$ cat src/rtl/strobe_gen_multi.sv
`default_nettype none
// ============================================================================
// Module      : strobe_gen_multi
// Description : Multi-channel runtime-programmable strobe generator. Each
//               channel emits a one-cycle tick every div enabled clocks.
//               Optional 50% duty square output is enabled by defining the
//               macro STROBE_SQUARE_EN; otherwise square is tied to 0.
// Revision    : 1.0 - initial release
// ============================================================================
module strobe_gen_multi #(
    parameter int CHANNELS    = 4,
    parameter int WIDTH       = 16,
    parameter int DEFAULT_DIV = 8
) (
    input  logic                clk,
    input  logic                rst,
    input  logic [CHANNELS-1:0] enable,
    input  logic [CHANNELS-1:0] load,
    input  logic [WIDTH-1:0]    load_div,
    input  logic                sync_all,
    output logic [CHANNELS-1:0] strobe,
    output logic [CHANNELS-1:0] square
);

    localparam logic [WIDTH-1:0] c_DEFAULT_DIV = WIDTH'(DEFAULT_DIV);
    localparam logic [WIDTH-1:0] c_ONE         = WIDTH'(1);

    for (genvar g = 0; g < CHANNELS; g++) begin : g_ch
        logic [WIDTH-1:0] r_div;
        logic [WIDTH-1:0] r_cnt;
        logic             r_strobe;
        logic [WIDTH-1:0] w_div_nxt;
        logic [WIDTH-1:0] w_cnt_nxt;
        logic             w_strobe_nxt;

        // Terminal compare only reached when div is non-zero, so div-1 never wraps.
        always_comb begin
            w_div_nxt    = r_div;
            w_cnt_nxt    = r_cnt;
            w_strobe_nxt = 1'b0;
            if (load[g]) begin
                w_div_nxt = load_div;
                w_cnt_nxt = '0;
            end else if (sync_all) begin
                w_cnt_nxt = '0;
            end else if (r_div == '0) begin
                w_cnt_nxt = '0;
            end else if (enable[g]) begin
                if (r_cnt == (r_div - c_ONE)) begin
                    w_cnt_nxt    = '0;
                    w_strobe_nxt = 1'b1;
                end else begin
                    w_cnt_nxt = r_cnt + c_ONE;
                end
            end
        end

        always_ff @(posedge clk) begin
            if (rst) begin
                r_div    <= c_DEFAULT_DIV;
                r_cnt    <= '0;
                r_strobe <= 1'b0;
            end else begin
                r_div    <= w_div_nxt;
                r_cnt    <= w_cnt_nxt;
                r_strobe <= w_strobe_nxt;
            end
        end

        assign strobe[g] = r_strobe;

`ifdef STROBE_SQUARE_EN
        logic r_square;

        always_ff @(posedge clk) begin
            if (rst) begin
                r_square <= 1'b0;
            end else if (w_strobe_nxt) begin
                r_square <= ~r_square;
            end
        end

        assign square[g] = r_square;
`else
        assign square[g] = 1'b0;
`endif
    end

endmodule
`default_nettype wire

$ cat config.mk
export PLATFORM = sky130hd
export DESIGN_NAME = strobe_gen_multi
export DESIGN_NICKNAME = d
export VERILOG_FILES = /design/src/rtl/strobe_gen_multi.sv
export SDC_FILE = /design/constraint.sdc
export NUM_CORES = 1
export LEC_CHECK = 0
export BUFFER_PORTS_ARGS = -buffer_cell sky130_fd_sc_hd__buf_2
export CORE_MARGIN = 2
export CORE_UTILIZATION = 34
export CTS_BUF_LIST = sky130_fd_sc_hd__clkbuf_8
export DETAILED_ROUTE_END_ITERATION = 10
export GPL_ROUTABILITY_DRIVEN = 0
export PLACE_DENSITY = 0.49
export SYNTH_ARGS = -nofsm -noshare
export SYNTH_HDL_FRONTEND = slang
export SYNTH_SLANG_ARGS = --single-unit
$ cat constraint.sdc
create_clock -name clk -period 3.7 [get_ports clk]
set_clock_uncertainty 0.2 [all_clocks]
set_input_delay 0.74 -clock clk [delete_from_list [all_inputs] [get_ports clk]]
set_output_delay 0.74 -clock clk [all_outputs]
set_load 0.02 [all_outputs]
==> summary.md, run 1 <==
| Metric | Value |
|---|---|
| Reg power frac | 45.8% |
| H-tree lvl count | 4 |
| Share of flip-flops with an asynchronous set or reset | 0% |
| Antenna cell count | 0 |
| P_int | between 0.002 and 0.0025 W |
| Crit path kind | reg -> reg |
| Cells after Synth | slightly above 900 |
| Root buf cell | clkbuf_8 |
| Final Setup Violations | 0 |
| Initial core utilization | between 30% and 40% |
| Sequential area share after synthesis | 33.9% |
| DRC viols | 0 |
| Die area | 0.0241 sq mm |
| Max Fclk | 308 MHz |
| Post-route minimum period | roughly 3.2 ns |
| Comb power frac | between 10% and 20% |
| Psw | slightly below 0.0009 W |
| Status | finished clean |
| Largest net degree at the start of global routing | 30 |
| TNS Setup | 0 ns |
| Clk_lat worst skew | 0.45 ns |
| Initial antenna violation count | 0 |
| WP data required | 3.83 ns |
| Clock Path Buffers | 2 |
| RSZ-0062 raised after global routing | false |
| CTS tree | built |
| Final setup margin | 0.453 ns |
| Synth area leaders | dfxtp_1 34%, xor2_1 8.2%, mux2i_1 8.1%, xnor2_1 6.3%, nor2_1 6.1% |
| Post-synth top flop | dfxtp_1 |
| Slew headroom | 51.1% |
| Maxcap violations | 0 |
| YS warnings | 0 |
| CP Launch Type | flip-flop |
| Vias in the first global route | ~6000 |
| Router iterations before antenna repair | 4 |
| GRT Residual Overflow | 0 |
| Final Power | between 0.003 and 0.004 W |
| CTS clk-pin slew, worst paths | 0.08 ns |
| Peak supply drop | 210 uV |
| Avg WL per Cell | 15.7 um |
| Die height | roughly 160 um |
| EDFF count, synth | 0 |
| Clock sinks | approximately 130 |
| Layout cells sized above 1 | a little under an eighth |
| P_leak | between 3 and 4 nW |
| Synth unique cells | 75 |
| Mean Syn Cell Area | 8.55 sq um |
| Hold-fix buffers, CTS | 0 |
| Final Cycle Share | 87.8% |
| TritonCTS buffer count | 17 |
| Pwr dens | 393 mW/mm^2 |
| Final Hold Fails | 0 |
| Min-delay worst type | reg -> reg |
| R2r setup slk | about 0.45 ns |
| Port buffer count | 30 |
| Nets | 950 |
| Final ANT Viol Nets | 0 |
| Post_cts resized | 0 |
| Sw Share | a little over a quarter |
| Most common cell in the synthesized netlist | dfxtp_1 |
| Synthesized cell area | a little under 0.008 sq mm |
| Flops & latches, synth | around 130 |
| First-pass GRT wire length | between 30 and 40 mm |
| Vias per cell | just over 5 |
| Area Growth Syn to Fin | 9.78% |
| Half-perimeter wire length after detailed placement | 13.7 mm |
| Worst-margin pin slew | between 0.7 and 0.8 ns |
| Crit. End Element | flip-flop |
| Die W | about 160 um |
| Critical Path AT | 3.37 ns |
| Cell taking the most area after synthesis | dfxtp_1 |
| Commonest cells post-synth | 132 x dfxtp_1, 127 x nor2_1, 73 x xor2_1 |
| Pre-CTS setup slack | around 0.46 ns |
| Core area | roughly 0.023 sq mm |
| Post-Route WL | approximately 19 mm |
| Overall via count from detail_route | approximately 6300 |
| Critical path peak fanout | 12 |
| Row cnt | 55 |
| Initial DRC count | approximately 370 |
| Slew Viols, Final | 0 |
| Post-CTS Setup Bufs | 0 |
| Top-area cell type share of the netlist area | between 30% and 40% |
| Clock network fraction of total power | 41.5% |
| Gr usage total | roughly 16% |
| I/O Pins | 35 |
==> cell usage in the layout (no fill, tap or decap), types with 4 or more instances in the layout <==
cell       instances
buf_2             30
nor2_2            10
or2_2              4
nor3b_1            4
o21ai_0           14
o211ai_1           5
nor4_1            15
or4_1              7
nand2_1           42
nor3_1            41
a21oi_1           19
and3_1            17
a211o_1            6
nand4_1           24
nor2_1           127
nand3_1           35
dfxtp_1          132
and4_1             5
mux2i_1           63
clkbuf_8          22
a31oi_1            7
nor2b_1           15
inv_1             19
bufinv_16          4
clkinv_2           4
xnor2_1           56
o41ai_1            5
o31ai_1            5
conb_1             4
nand2b_1          11
nand3b_1           6
ha_1               8
xor2_1            73
buf_4              9
a211oi_1           7
nand4b_1           6
or4b_1             4
or3_1              5
==> area by class of cell <==
type,instances,area (sq um)
clock buffers,22,303
clock inverters,10,151
fillers,2340,14000
inverters,18,67.6
multi-input cells,707,4820
flip-flops and latches,132,2640
well taps,285,357
repair buffers,39,218
==> worst paths after layout <==
kind | startpoint | end | cells after the start
hold reg to reg | g_ch[1].r_cnt[1] | g_ch[1].r_cnt[1] | 2
setup / recovery | g_ch[2].r_div[0] | g_ch[2].r_cnt[5] | 10
setup reg to reg | g_ch[2].r_div[0] | g_ch[2].r_cnt[5] | 10
hold / removal | g_ch[1].r_cnt[1] | g_ch[1].r_cnt[1] | 2
==> stage by stage <==
| step | utilization, % | hold slack, ns | cell area (sq um) | cells |
|---|---|---|---|---|
| after global placement | 35.9 | 0.307 | 8100 | 1181 |
| after global routing | 37.9 | 0.351 | 8550 | 1213 |
| after detailed placement | 35.9 | 0.309 | 8100 | 1181 |
| after floorplan | - | 0.277 | 7800 | 914 |
| after CTS | 37.9 | 0.321 | 8550 | 1213 |
| final | 37.9 | 0.316 | 8550 | 1213 |
==> power by group through the flow <==
stage / clock, W / sequential (W) / combinational (W)
after CTS: 0.00143 / 0.00154 / 0.000425
after detailed placement: 0 / 0.00157 / 0.000423
after global placement: 0 / 0.00157 / 0.000424
final: 0.00139 / 0.00154 / 0.000426
after global routing: 0.00151 / 0.00155 / 0.000475
after floorplan: 0 / 0.00153 / 0.000352
==> critical path, stage by stage (launching register included) <==
cell      delay (ns)
dfxtp_1         0.43
inv_1           0.07
ha_1            0.34
nor2b_1         0.19
or3_1           0.31
a31o_2          0.20
nor4_1          0.30
nand4b_1        0.27
nor3b_2         0.54
buf_4           0.25
nor3_1          0.06
==> cell families (layout without fill, tap and decap cells) <==
kind of cell	Yosys count	count (layout)	share of synthesized area, %
other cells	1	4	0.0481
xor+xnor	129	129	14.5
mux	63	63	8.09
compound gates	100	100	9.36
flops	132	132	33.9
fa+ha+maj	8	8	1.28
buf+inv	75	89	4.53
simple gates	403	403	28.3
==> metal layers <==
metal	part of all wire [%]	track usage, %
met1	52	23.1
met2	44	25.5
met3	3.1	3.59
met4	0.64	3.15
met5	0	0
==> state kept, by name (all words and copies together), names as in the netlist <==
| signal | count |
|---|---|
| g_ch.r_div | 64 |
| g_ch.r_cnt | 64 |
| g_ch.r_strobe | 4 |
(Power assumes the default switching activity.)
==> run 2, diff against run 1 <==
--- a/config.mk
+++ b/config.mk
@@ -6,7 +6,6 @@
 export NUM_CORES = 1
 export LEC_CHECK = 0
 export BUFFER_PORTS_ARGS = -buffer_cell sky130_fd_sc_hd__buf_2
-export CORE_MARGIN = 2
 export CORE_UTILIZATION = 34
 export CTS_BUF_LIST = sky130_fd_sc_hd__clkbuf_8
 export DETAILED_ROUTE_END_ITERATION = 10
==> summary.md, run 2 (synthesis gave the netlist of run 1 again) <==
| Metric | Value |
|---|---|
| Most frequent cells in the layout | 132 x dfxtp_1, 127 x nor2_1, 73 x xor2_1 |
| Final Hold Fails | 0 |
| Vias per cell | between 5 and 6 |
| Layout cells sized above 1 | around 11% |
| Nets | around 950 |
| Final Setup Violations | 0 |
| Fill cells | about 2400 |
| Maxcap violations | 0 |
| H-tree lvl count | 4 |
| Max Fclk | 307 MHz |
| GRT Residual Overflow | 0 |
| Slew Viols, Final | 0 |
| Port buffer count | 30 |
| P_leak | roughly 3.2 nW |
| Avg WL per Cell | about 16 um |
| Status | finished clean |
| Largest net degree at the start of global routing | 24 |
| Critical path peak fanout | 13 |
| Crit path kind | reg -> reg |
| Core area | roughly 0.023 sq mm |
| CTS tree | built |
| Pwr dens | 363 mW/mm^2 |
| Worst-margin pin slew | ~0.84 ns |
| First-pass GRT wire length | ~32 mm |
| Min-delay worst type | reg -> reg |
| Router iterations before antenna repair | 5 |
| Largest regs | g_ch.r_cnt: 64 flops, g_ch.r_div: 64 flops, g_ch.r_strobe: 4 flops |
| Clock Path Buffers | 2 |
| Antenna cell count | 0 |
| TritonCTS buffer count | 17 |
| Post-route minimum period | ~3.3 ns |
| Hold_ws | about 0.31 ns |
| DRC viols | 0 |
| WP data required | between 3 and 4 ns |
| Hold-fix buffers, CTS | 0 |
| Vias in the first global route | approximately 5900 |
| CTS clk-pin slew, worst paths | about 0.080 ns |
| RSZ-0062 raised after global routing | false |
| I/O Pins | 35 |
| Half-perimeter wire length after detailed placement | 13.9 mm |
| Clk_lat worst skew | between 0.4 and 0.5 ns |
| Post-CTS Setup Bufs | 0 |
| Initial antenna violation count | 0 |
| Critical Path AT | around 3.4 ns |
| Row cnt | 55 |
| Initial core utilization | approximately a third |
| Post-Route WL | between 15 and 20 mm |
| Clock sinks | ~130 |
| Overall via count from detail_route | around 6300 |
| Root buf cell | clkbuf_8 |
| Area Growth Syn to Fin | 8.51% |
| Die W | approximately 150 um |
| Gr usage total | 16.8% |
| Peak supply drop | between 150 and 200 uV |
| TNS Setup | 0 ns |
| Final ANT Viol Nets | 0 |
| Post_cts resized | 0 |
| CP Launch Type | flip-flop |
| Final Cycle Share | slightly below 90% |
| Leading cell type in the layout, fill and taps excluded | dfxtp_1 |
| Die area | ~0.024 sq mm |
| Die height | between 150 and 200 um |
| Crit. End Element | flip-flop |
| Initial DRC count | between 300 and 400 |
| Slew headroom | 43.9% |
[run 2: metrics by stage]
stage	cells	setup slack, ns	utilization (%)	cell area, sq um	total power [W]
6_report	1213	0.445	37.5	8460	0.00307
5_1_grt	1213	0.186	37.5	8460	0.00322
4_1_cts	1213	0.427	37.5	8460	0.00311
3_5_place_dp	1183	0.443	36.0	8120	0.00200
3_3_place_gp	1183	0.535	36.0	8120	0.00200
2_1_floorplan	914	0.846	-	7800	0.00189
[run 2: worst paths after layout]
check,to,depth (start not counted),slack (ns),startpoint
min reg2reg,g_ch[1].r_cnt[1],2,0.31,g_ch[1].r_cnt[1]
max,g_ch[2].r_strobe,9,0.44,g_ch[2].r_div[0]
max reg2reg,g_ch[2].r_strobe,9,0.44,g_ch[2].r_div[0]
min,g_ch[1].r_cnt[1],2,0.31,g_ch[1].r_cnt[1]
[run 2: cell type report]
type / count / area (sq um) / area share (%)
Clock buffer: 22 / 303 / 3.58
Clock inverter: 8 / 37.5 / 0.444
Inverter: 18 / 67.6 / 0.799
Multi-Input combinational cell: 707 / 4820 / 57.0
Sequential cell: 132 / 2640 / 31.3
Tap cell: 285 / 357 / 4.22
Timing Repair Buffer: 41 / 233 / 2.75
[run 2: layer usage]
layer	GRT usage [%]	part of all wire [%]	vias to the layer above
li1	-	-	3228
met1	23.9	52	2977
met2	26.1	44	101
met3	3.40	3.4	11
met4	3.67	0.80	0
met5	0	0	-
[run 2: critical path, stage by stage (launching register included)]
cell and delay, ns:
dfxtp_1 0.43, inv_1 0.07, ha_1 0.28, nor2b_1 0.16, or3_1 0.30, a31o_2 0.20, nor4_1 0.32, nand4b_1 0.28
nor3b_2 0.75, nor2b_1 0.20
[run 2: power by group]
group / total, W / switching, W / internal [W]
Combinational: 0.000434 / 0.000246 / 0.000188
Sequential: 0.00154 / 0.0000742 / 0.00146
Clock: 0.00110 / 0.000564 / 0.000532
Total: 0.00307 / 0.000884 / 0.00218
==> run 3, diff against run 2 <==
--- a/config.mk
+++ b/config.mk
@@ -6,6 +6,7 @@
 export NUM_CORES = 1
 export LEC_CHECK = 0
 export BUFFER_PORTS_ARGS = -buffer_cell sky130_fd_sc_hd__buf_2
+export CORE_ASPECT_RATIO = 1.75
 export CORE_UTILIZATION = 34
 export CTS_BUF_LIST = sky130_fd_sc_hd__clkbuf_8
 export DETAILED_ROUTE_END_ITERATION = 10
==> summary.md, run 3 (synthesis gave the netlist of run 1 again) <==
| Metric | Value |
|---|---|
| Status | finished clean |
| Final Cycle Share | between 80% and 90% |
| Pre-CTS setup slack | roughly 0.43 ns |
| Critical path peak fanout | 12 |
| Die W | 116 um |
| Maxcap violations | 0 |
| Pwr dens | roughly 380 mW/mm^2 |
| Critical Path AT | approximately 3.4 ns |
| Post-Route WL | 20.3 mm |
| I/O Pins | 35 |
| Final ANT Viol Nets | 0 |
| Post_cts resized | 0 |
| Multi-input gate area | 0.00482 sq mm |
| Post-CTS Setup Bufs | 0 |
| CP Launch Type | flip-flop |
| Vias per cell | 5.18 |
| Half-perimeter wire length after detailed placement | between 15 and 20 mm |
| WP data required | around 3.8 ns |
| Die height | 202 um |
| P_leak | about 3.2 nW |
| Clk_lat worst skew | approximately 0.47 ns |
| Die area | 0.0236 sq mm |
| CTS tree | built |
| Leading cell type in the layout, fill and taps excluded | dfxtp_1 |
| Clock sinks | 132 |
| DRC viols | 0 |
| Final Hold Fails | 0 |
| Post-DP Area | 0.00814 sq mm |
| Port buffer count | 30 |
| Area Growth Syn to Fin | 9.54% |
| Row cnt | 72 |
| Post-route minimum period | 3.21 ns |
| Initial core utilization | roughly a third |
| Worst-margin pin slew | 0.881 ns |
| Hold-fix buffers, CTS | 0 |
| Largest regs | g_ch.r_cnt: 64 flops, g_ch.r_div: 64 flops, g_ch.r_strobe: 4 flops |
| Non-Filler Cell Area, Final | around 0.0085 sq mm |
| Root buf cell | clkbuf_8 |
| TNS Setup | 0 ns |
| Clock Path Buffers | 2 |
| Nets | between 900 and 1000 |
| Most frequent cells in the layout | 132 x dfxtp_1, 127 x nor2_1, 73 x xor2_1 |
| GRT Residual Overflow | 0 |
| Antenna cell count | 0 |
| Overall via count from detail_route | 6360 |
| Fin util | between 30% and 40% |
| Max Fclk | a little over 300 MHz |
| CTS clk-pin slew, worst paths | 0.08 ns |
| Initial DRC count | 196 |
| Layout cells sized above 1 | approximately an eighth |
| Min-delay worst type | reg -> reg |
| Core area | about 0.022 sq mm |
| RSZ-0062 raised after global routing | false |
| Sequential Area | about 0.0026 sq mm |
| Slew headroom | 41.0% |
| Gr usage total | between 10% and 20% |
| Crit. End Element | flip-flop |
| Peak supply drop | ~280 uV |
| Avg WL per Cell | about 17 um |
| First-pass GRT wire length | 32.8 mm |
| Vias in the first global route | around 6200 |
| TritonCTS buffer count | 17 |
| Crit path kind | reg -> reg |
| Final setup margin | between 0.4 and 0.5 ns |
| Slew Viols, Final | 0 |
| Final Setup Violations | 0 |
| Fill cells | 2354 |
| Router iterations before antenna repair | 4 |
| H-tree lvl count | 4 |
| Largest net degree at the start of global routing | 34 |
| Initial antenna violation count | 0 |
run 3: cell count changes in the layout (fill, tap and decap cells not counted):
cell        previous run  this run
clkbuf_8              22        17
clkinv_4               0         4
inv_1                 22        19
inv_6                  0         3
buf_4                 11        13
bufinv_16              0         2
clkinvlp_4             1         3
clkinv_2               3         2
run 3: layout make-up:
class / instances / area share, %
Clock inverter: 15 / 1.85
Tap cell: 296 / 4.34
Timing Repair Buffer: 43 / 2.90
Sequential cell: 132 / 31.0
Clock buffer: 17 / 2.74
Inverter: 18 / 0.792
Multi-Input combinational cell: 707 / 56.4
run 3: per-stage QoR:
stage	total power (W)	hold WS, ns	cells
3_5_place_dp	0.00201	0.309	1196
6_report	0.00322	0.320	1228
2_1_floorplan	0.00189	0.277	914
5_1_grt	0.00338	0.361	1228
4_1_cts	0.00327	0.323	1228
3_3_place_gp	0.00201	0.299	1196
run 3: per-layer routing:
layer	wire length (um)	global-route usage, %
met1	8350	19.9
met2	11200	34.3
met3	383	3.18
met4	384	6.50
met5	0	0
run 3: worst max-delay path, cell delays in order, from the launching register on:
cell and delay [ns]:
dfxtp_1 0.40, inv_1 0.09, ha_1 0.40, or4b_1 0.49, nor4_2 0.20, xnor2_1 0.19, nor4_4 0.28, o2111ai_2 0.26
o21ai_4 0.48, nor2_1 0.09
run 3: path summary, 6_finish.rpt:
kind                         start                 to  slack (ns)  cells past startpoint
setup / recovery  g_ch[3].r_div[0]  g_ch[3].r_cnt[15]        0.49                      9
hold / removal    g_ch[0].r_cnt[1]   g_ch[0].r_cnt[1]        0.32                      2
setup reg to reg  g_ch[3].r_div[0]  g_ch[3].r_cnt[15]        0.49                      9
hold reg to reg   g_ch[0].r_cnt[1]   g_ch[0].r_cnt[1]        0.32                      2
run 3: power breakdown:
part	switching [W]	leakage (nW)	total, W	internal, W
clock	0.000642	0.194	0.00124	0.000602
combinational	0.000250	1.91	0.000439	0.000189
sequential	0.0000753	1.08	0.00154	0.00146
